===== src/rtl/decoder_pkg.sv =====
// Shared opcode encoding, control-word layout and the reference decode table.
// Used by the decoder RTL and by its testbench.
package decoder_pkg;

    localparam int unsigned OP_W    = 2;
    localparam int unsigned NUM_OPS = 4;
    localparam int unsigned CTRL_W  = 6;

    typedef enum logic [OP_W-1:0] {
        OP_MULT = 2'b00,
        OP_NOP  = 2'b01,
        OP_ALU  = 2'b10,
        OP_BRAN = 2'b11
    } opcode_e;

    // Field order matches the documented control word, MSB first.
    typedef struct packed {
        logic bran;
        logic alu_flag;
        logic mult_flag;
        logic ram_flag;
        logic alu_ctrl;
        logic nw;
    } ctrl_t;

    localparam ctrl_t CTRL_IDLE = '0;

    function automatic ctrl_t decode_op(input opcode_e op);
        ctrl_t c;
        c = CTRL_IDLE;
        case (op)
            OP_MULT: c = 6'b001110;
            OP_NOP:  c = 6'b000000;
            OP_ALU:  c = 6'b010100;
            OP_BRAN: c = 6'b100001;
            default: c = CTRL_IDLE;
        endcase
        return c;
    endfunction

endpackage


===== src/rtl/decoder_if.sv =====
// Instruction/control bus between the issuing stage and the decoder.
// Statistics signals exist only when DECODER_STATS_EN is defined.
interface decoder_if #(
    parameter int unsigned CNT_W = 16
);
    import decoder_pkg::*;

    if (CNT_W < 1) begin : g_bad_cnt_w
        $error("decoder_if: CNT_W must be at least 1");
    end

    logic            instr_valid;
    logic [OP_W-1:0] instruction;
    logic            out_valid;
    logic            bran;
    logic            alu_flag;
    logic            mult_flag;
    logic            ram_flag;
    logic            alu_ctrl;
    logic            nw;

`ifdef DECODER_STATS_EN
    logic                            stat_clr;
    logic [NUM_OPS-1:0][CNT_W-1:0]   stat_cnt;

    modport master (
        output instr_valid, instruction, stat_clr,
        input  out_valid, bran, alu_flag, mult_flag, ram_flag, alu_ctrl, nw, stat_cnt
    );

    modport slave (
        input  instr_valid, instruction, stat_clr,
        output out_valid, bran, alu_flag, mult_flag, ram_flag, alu_ctrl, nw, stat_cnt
    );
`else
    modport master (
        output instr_valid, instruction,
        input  out_valid, bran, alu_flag, mult_flag, ram_flag, alu_ctrl, nw
    );

    modport slave (
        input  instr_valid, instruction,
        output out_valid, bran, alu_flag, mult_flag, ram_flag, alu_ctrl, nw
    );
`endif

endinterface


===== src/rtl/decoder_stats.sv =====
// Per-opcode saturating usage counters; clear wins over a same-cycle increment.
// Instantiated by the decoder only when DECODER_STATS_EN is defined.
module decoder_stats
    import decoder_pkg::*;
#(
    parameter int unsigned CNT_W = 16
) (
    input  logic                          clk,
    input  logic                          rst,
    input  logic                          clr_i,
    input  logic                          inc_i,
    input  logic [OP_W-1:0]               op_i,
    output logic [NUM_OPS-1:0][CNT_W-1:0] cnt_o
);

    logic [NUM_OPS-1:0][CNT_W-1:0] cnt_q;
    logic [NUM_OPS-1:0][CNT_W-1:0] cnt_d;

    always_comb begin
        cnt_d = cnt_q;
        for (int i = 0; i < NUM_OPS; i++) begin
            if (clr_i) begin
                cnt_d[i] = '0;
            end else if (inc_i && (op_i == OP_W'(i)) && (cnt_q[i] != {CNT_W{1'b1}})) begin
                cnt_d[i] = cnt_q[i] + CNT_W'(1);
            end
        end
    end

    always_ff @(posedge clk or posedge rst) begin
        if (rst) begin
            cnt_q <= '0;
        end else begin
            cnt_q <= cnt_d;
        end
    end

    assign cnt_o = cnt_q;

endmodule


===== src/rtl/decoder.sv =====
// Two-bit opcode decoder with one-cycle registered control outputs.
// Optional per-opcode statistics counters are compiled in with DECODER_STATS_EN.
module decoder
    import decoder_pkg::*;
#(
    parameter int unsigned CNT_W = 16
) (
    input  logic     clk,
    input  logic     rst,
    decoder_if.slave dec_if
);

    if (CNT_W < 1) begin : g_bad_cnt_w
        $error("decoder: CNT_W must be at least 1");
    end

    ctrl_t ctrl_q;
    ctrl_t ctrl_d;
    logic  valid_q;
    logic  valid_d;

    // A bubble drives the same all-zero word as OP_NOP.
    always_comb begin
        valid_d = dec_if.instr_valid;
        ctrl_d  = CTRL_IDLE;
        if (dec_if.instr_valid) begin
            ctrl_d = decode_op(opcode_e'(dec_if.instruction));
        end
    end

    always_ff @(posedge clk or posedge rst) begin
        if (rst) begin
            ctrl_q  <= CTRL_IDLE;
            valid_q <= 1'b0;
        end else begin
            ctrl_q  <= ctrl_d;
            valid_q <= valid_d;
        end
    end

    assign dec_if.out_valid = valid_q;
    assign dec_if.bran      = ctrl_q.bran;
    assign dec_if.alu_flag  = ctrl_q.alu_flag;
    assign dec_if.mult_flag = ctrl_q.mult_flag;
    assign dec_if.ram_flag  = ctrl_q.ram_flag;
    assign dec_if.alu_ctrl  = ctrl_q.alu_ctrl;
    assign dec_if.nw        = ctrl_q.nw;

`ifdef DECODER_STATS_EN
    decoder_stats #(
        .CNT_W (CNT_W)
    ) u_stats (
        .clk   (clk),
        .rst   (rst),
        .clr_i (dec_if.stat_clr),
        .inc_i (dec_if.instr_valid),
        .op_i  (dec_if.instruction),
        .cnt_o (dec_if.stat_cnt)
    );
`endif

endmodule


===== src/flat_wrapper.sv =====
// flat-port wrapper written by rule: the top's interface ports become plain ports
module decoder_flat import decoder_pkg::*;
#(
    parameter int unsigned CNT_W = 16
)
  (clk, rst, dec_if_instr_valid, dec_if_instruction, dec_if_out_valid, dec_if_bran, dec_if_alu_flag, dec_if_mult_flag, dec_if_ram_flag, dec_if_alu_ctrl, dec_if_nw);
  decoder_if #(.CNT_W(CNT_W)) dec_if_i ();
  input  logic clk;
  input  logic rst;
  input wire logic [$bits(dec_if_i.instr_valid)-1:0] dec_if_instr_valid;
  input wire logic [$bits(dec_if_i.instruction)-1:0] dec_if_instruction;
  output wire logic [$bits(dec_if_i.out_valid)-1:0] dec_if_out_valid;
  output wire logic [$bits(dec_if_i.bran)-1:0] dec_if_bran;
  output wire logic [$bits(dec_if_i.alu_flag)-1:0] dec_if_alu_flag;
  output wire logic [$bits(dec_if_i.mult_flag)-1:0] dec_if_mult_flag;
  output wire logic [$bits(dec_if_i.ram_flag)-1:0] dec_if_ram_flag;
  output wire logic [$bits(dec_if_i.alu_ctrl)-1:0] dec_if_alu_ctrl;
  output wire logic [$bits(dec_if_i.nw)-1:0] dec_if_nw;
  assign dec_if_i.instr_valid = dec_if_instr_valid;
  assign dec_if_i.instruction = dec_if_instruction;
  assign dec_if_out_valid = dec_if_i.out_valid;
  assign dec_if_bran = dec_if_i.bran;
  assign dec_if_alu_flag = dec_if_i.alu_flag;
  assign dec_if_mult_flag = dec_if_i.mult_flag;
  assign dec_if_ram_flag = dec_if_i.ram_flag;
  assign dec_if_alu_ctrl = dec_if_i.alu_ctrl;
  assign dec_if_nw = dec_if_i.nw;
  decoder #(.CNT_W(CNT_W)) u_core (.clk(clk), .rst(rst), .dec_if(dec_if_i));
endmodule

===== config.mk =====
export PLATFORM = sky130hd
export DESIGN_NAME = decoder_flat
export DESIGN_NICKNAME = d
export VERILOG_FILES = /design/src/rtl/decoder_pkg.sv /design/src/rtl/decoder_if.sv /design/src/rtl/decoder_stats.sv /design/src/rtl/decoder.sv /design/src/flat_wrapper.sv
export SDC_FILE = /design/constraint.sdc
export NUM_CORES = 1
export LEC_CHECK = 0
export CAP_MARGIN = 20
export CELL_PAD_IN_SITES_DETAIL_PLACEMENT = 1
export CELL_PAD_IN_SITES_GLOBAL_PLACEMENT = 1
export CORE_AREA = 2 2 39 41
export DETAILED_ROUTE_END_ITERATION = 10
export DIE_AREA = 0 0 41 43
export GPL_ROUTABILITY_DRIVEN = 0
export PLACE_DENSITY_LB_ADDON = 0.1
export SYNTH_ARGS = -nofsm -noshare
export SYNTH_HDL_FRONTEND = slang
export SYNTH_HIERARCHICAL = 1
export SYNTH_SLANG_ARGS = --single-unit

===== constraint.sdc =====
create_clock -name clk -period 0.8 [get_ports clk]
set_input_delay 0.16 -clock clk [delete_from_list [all_inputs] [get_ports clk]]
set_output_delay 0.16 -clock clk [all_outputs]
set_load 0.03 [all_outputs]

* Word level (Yosys, flattened, before mapping)
Index checks and enable logic that the tools add are counted.
Word-level totals: register bits 7, bits of input ports 5, output and inout port bits 7, logic and storage cells 13
Operators by class: equality and inequality tests 3, multiplexer cells 2, reductions and logical operators 1
Operators by type and width (count):
- 6-bit one-hot mux with 4 select lines | 1
- 6-bit two-way mux | 1
- 2-bit equality test (second input constant) | 2
- 2-bit by 1-bit equality test with 1-bit output (second input constant) | 1
- 2-bit logical NOT | 1

* Logic depth before layout (Yosys ltp)
Gate-level depths: netlist of run 1.
depth in word-level cells 3, gate-level depth with buffers 1, mapped depth without buffers 1

* Worst setup path before layout of run 1
OpenSTA, ideal clock, no wires.
path kind reg2out, start point register u_core.ctrl_q, in the netlist u_core/dec_if.mult_flag, end point output port dec_if_mult_flag, arrival 0.703 ns, data required time 0.640 ns, slack -0.063 ns, cell stages (with the launch flop) 2, buffers on the path 1, path through dfrtp_1 buf_4
RTL lines:
- from (decl) | RTL line decoder.sv:17 | ctrl_t ctrl_q;
- from (signal assigned) | RTL line decoder.sv:36 | ctrl_q <= ctrl_d;
- to (decl) | RTL line flat_wrapper.sv:15 | output wire logic [$bits(dec_if_i.mult_flag)-1:0] dec_if_mult_flag;
No word-level cell between the ends.

* Worst setup path in the final report of run 1
start point register u_core.ctrl_q, in the netlist u_core/dec_if.bran, end point output port dec_if_bran
RTL lines:
- to (decl) | RTL line flat_wrapper.sv:13 | output wire logic [$bits(dec_if_i.bran)-1:0] dec_if_bran;
No word-level cell between the ends.

==> flow_metrics.tcl, run 1 <==
set metrics [dict create \
    dieArea_um2 1760 \
    vias 140 \
    synth_top_cell_by_area "dfrtp_1" \
    start_kind "flop" \
    globalRouteTotalUtil 0.0554 \
    grt.overflow.total 0 \
    placed_cell_area_um2 287 \
    hold_viol_final 0 \
    p_leak_nw 0.163 \
    drt-initial-drc-count 0 \
    ant_nets 0 \
    crit_path_cell_trace "buf_6" \
    cp_top_family "flip-flops" \
    rows 14 \
    netlist_top_cells_area "dfrtp_1 (70%), buf_4 (8.4%), nor3b_2 (7.0%), and3b_1 (4.9%), and3_2 (4.2%)" \
    core_region_area_um2 1380 \
    p_per_area_nw_per_um2 1950 \
    final_cell_area_um2 339 \
    slowest_delay_ps 410 \
    slew_violations 0 \
    dr.pass1.iters 1 \
    syn-num-nets 17 \
    start_util 0.129 \
    ir_drop_v 0.000361 \
    max_freq_ghz 1.06 \
    crit_type "reg2out" \
    fin_nets 32 \
    violations "setup timing" \
    period_needed_ps 945 \
    maxSlewHeadroom 0.880 \
    synthCells 12 \
    status "finished, violations left" \
    synth_area_um2 179 \
    numCtsBuffers 3 \
    drc_errors 0 \
    io-pin-count 12 \
    layout_commonest_cell "buf_6" \
    post_cts_buffers 0 \
    fin_hold_ws_ps 119 \
    tightest_slew_ps 180 \
    drt-met1-wl_um 111 \
    htree_levels 1 \
    dp_slack_ps -207 \
    synth_warnings 6 \
    tritoncts "yes" \
    wl_met3_um 28 \
    arrival_ps 790 \
    grt_max_degree 6 \
    die_x_um 41 \
    post-route-period-util 1.18 \
    grt_antenna_before_repair 0 \
    cp-end-kind "output pin" \
    clockRootBuffer "clkbuf_4" \
    met2_length_um 181 \
    cp_num_buf_inv 1 \
    routed_wl_um 321 \
    avgSynthCellArea_um2 14.9 \
    critPathSlowestCell "dfrtp_2" \
    ys_seq_area_frac 0.699 \
    place_inst 38 \
    grt_pass1_wl_um 552 \
    total_power_mw 0.661 \
    maxCapViolations 0 \
    crit_path_max_fanout 2 \
    rsz0062_at_grt "yes" \
    highest_layer "met3" \
    drive_above_1_share 0.577 \
    areaGrowthSynthToFinish_pct 89.5 \
    synth_top_cell_area_share 0.699 \
    diodes 0 \
    worst_ep_required_time_ps 640 \
    synth.distinct_cells 7 \
    final_cell_mix "buf_6 (7), clkdlybuf4s50_1 (4), clkbuf_4 (3), dfrtp_1 (3), dfrtp_2 (2)" \
    die_y_um 43 \
    fin_ws_ps -145 \
    finalSetupViolCount 7 \
    ys_ff_latch 5 \
    hold_path.class "in2async" \
    clockBufferDepth 2 \
    clock-sinks 5 \
    clk_pin_slew_ps 40 \
    post_drt_wl_per_cell_um 7.64 \
    vias_per_cell 3.33 \
    final_cells 42 \
    grt_pass1_vias 162 \
    numPortBuffers 11 \
]
cell families (layout without fill, tap and decap cells):
family        after synthesis  after routing  share of synthesized area
buf+inv                     3             17                      0.105
simple gates                4              4                      0.196
flops                       5              5                      0.699
power breakdown:
group          switching [mW]  internal, mW
sequential            0.00633         0.266
clock                  0.0960         0.188
combinational          0.0504        0.0543
total                   0.153         0.508
cells in the mapped netlist:
library cell,count
buf_4,2
nor3b_2,1
nor2b_1,1
dfrtp_1,5
and3_2,1
inv_1,1
and3b_1,1
through the flow:
| step | utilization | TNS, ps |
|---|---|---|
| 2_1_floorplan | - | 0 |
| 4_1_cts | 0.245 | -992 |
| 6_report | 0.245 | -866 |
| 5_1_grt | 0.245 | -1090 |
| 3_5_place_dp | 0.207 | -770 |
| 3_3_place_gp | 0.207 | -732 |
state kept, by name, indices dropped and copies added, names as in the netlist:
signal,cells
u_core/dec_if.alu_flag,1
u_core/dec_if.bran,1
u_core/dec_if.mult_flag,1
u_core/dec_if.out_valid,1
u_core/dec_if.ram_flag,1
how the worst max path moves through the flow:
stage,start,end,depth (start not counted)
final,u_core/dec_if.bran$_DFF_PP0_,dec_if_bran,1
after detailed placement,dec_if_instruction[0],u_core/dec_if.alu_flag$_DFF_PP0_,2
after global placement,dec_if_instruction[0],u_core/dec_if.alu_flag$_DFF_PP0_,2
after floorplan,u_core/dec_if.mult_flag$_DFF_PP0_,dec_if_mult_flag,1
after CTS,u_core/dec_if.bran$_DFF_PP0_,dec_if_bran,1
after global routing,u_core/dec_if.mult_flag$_DFF_PP0_,dec_if_alu_ctrl,1
layout make-up:
type | count | area [µm²]
fillers | 152 | 1040
flip-flops and latches | 5 | 128
repair buffers | 12 | 126
multi-input cells | 4 | 35.0
clock buffers | 4 | 26.3
well taps | 16 | 20.0
inverters | 1 | 3.75
per-layer routing:
| layer | track usage | up-vias |
|---|---|---|
| met5 | 0 | - |
| met4 | 0.100 | 0 |
| met3 | 0.0314 | 0 |
| met2 | 0.0688 | 8 |
| met1 | 0.0391 | 67 |
| li1 | - | 65 |
timing repair:
item	4_1_cts	5_1_grt
pin swaps	0	0
hold buffers	0	0
setup endpoints to repair	7	7
cloned	0	0
gates resized for setup	7	0
No activity file was read; power rests on OpenSTA's default activity.
==> inputs of run 2 (changes only) <==
--- a/config.mk
+++ b/config.mk
@@ -12,6 +12,7 @@
 export DETAILED_ROUTE_END_ITERATION = 10
 export DIE_AREA = 0 0 41 43
 export GPL_ROUTABILITY_DRIVEN = 0
+export HOLD_SLACK_MARGIN = 0.03
 export PLACE_DENSITY_LB_ADDON = 0.1
 export SYNTH_ARGS = -nofsm -noshare
 export SYNTH_HDL_FRONTEND = slang
==> results of run 2 <==
Final layout, timing and power as in run 1 (identical DEF).
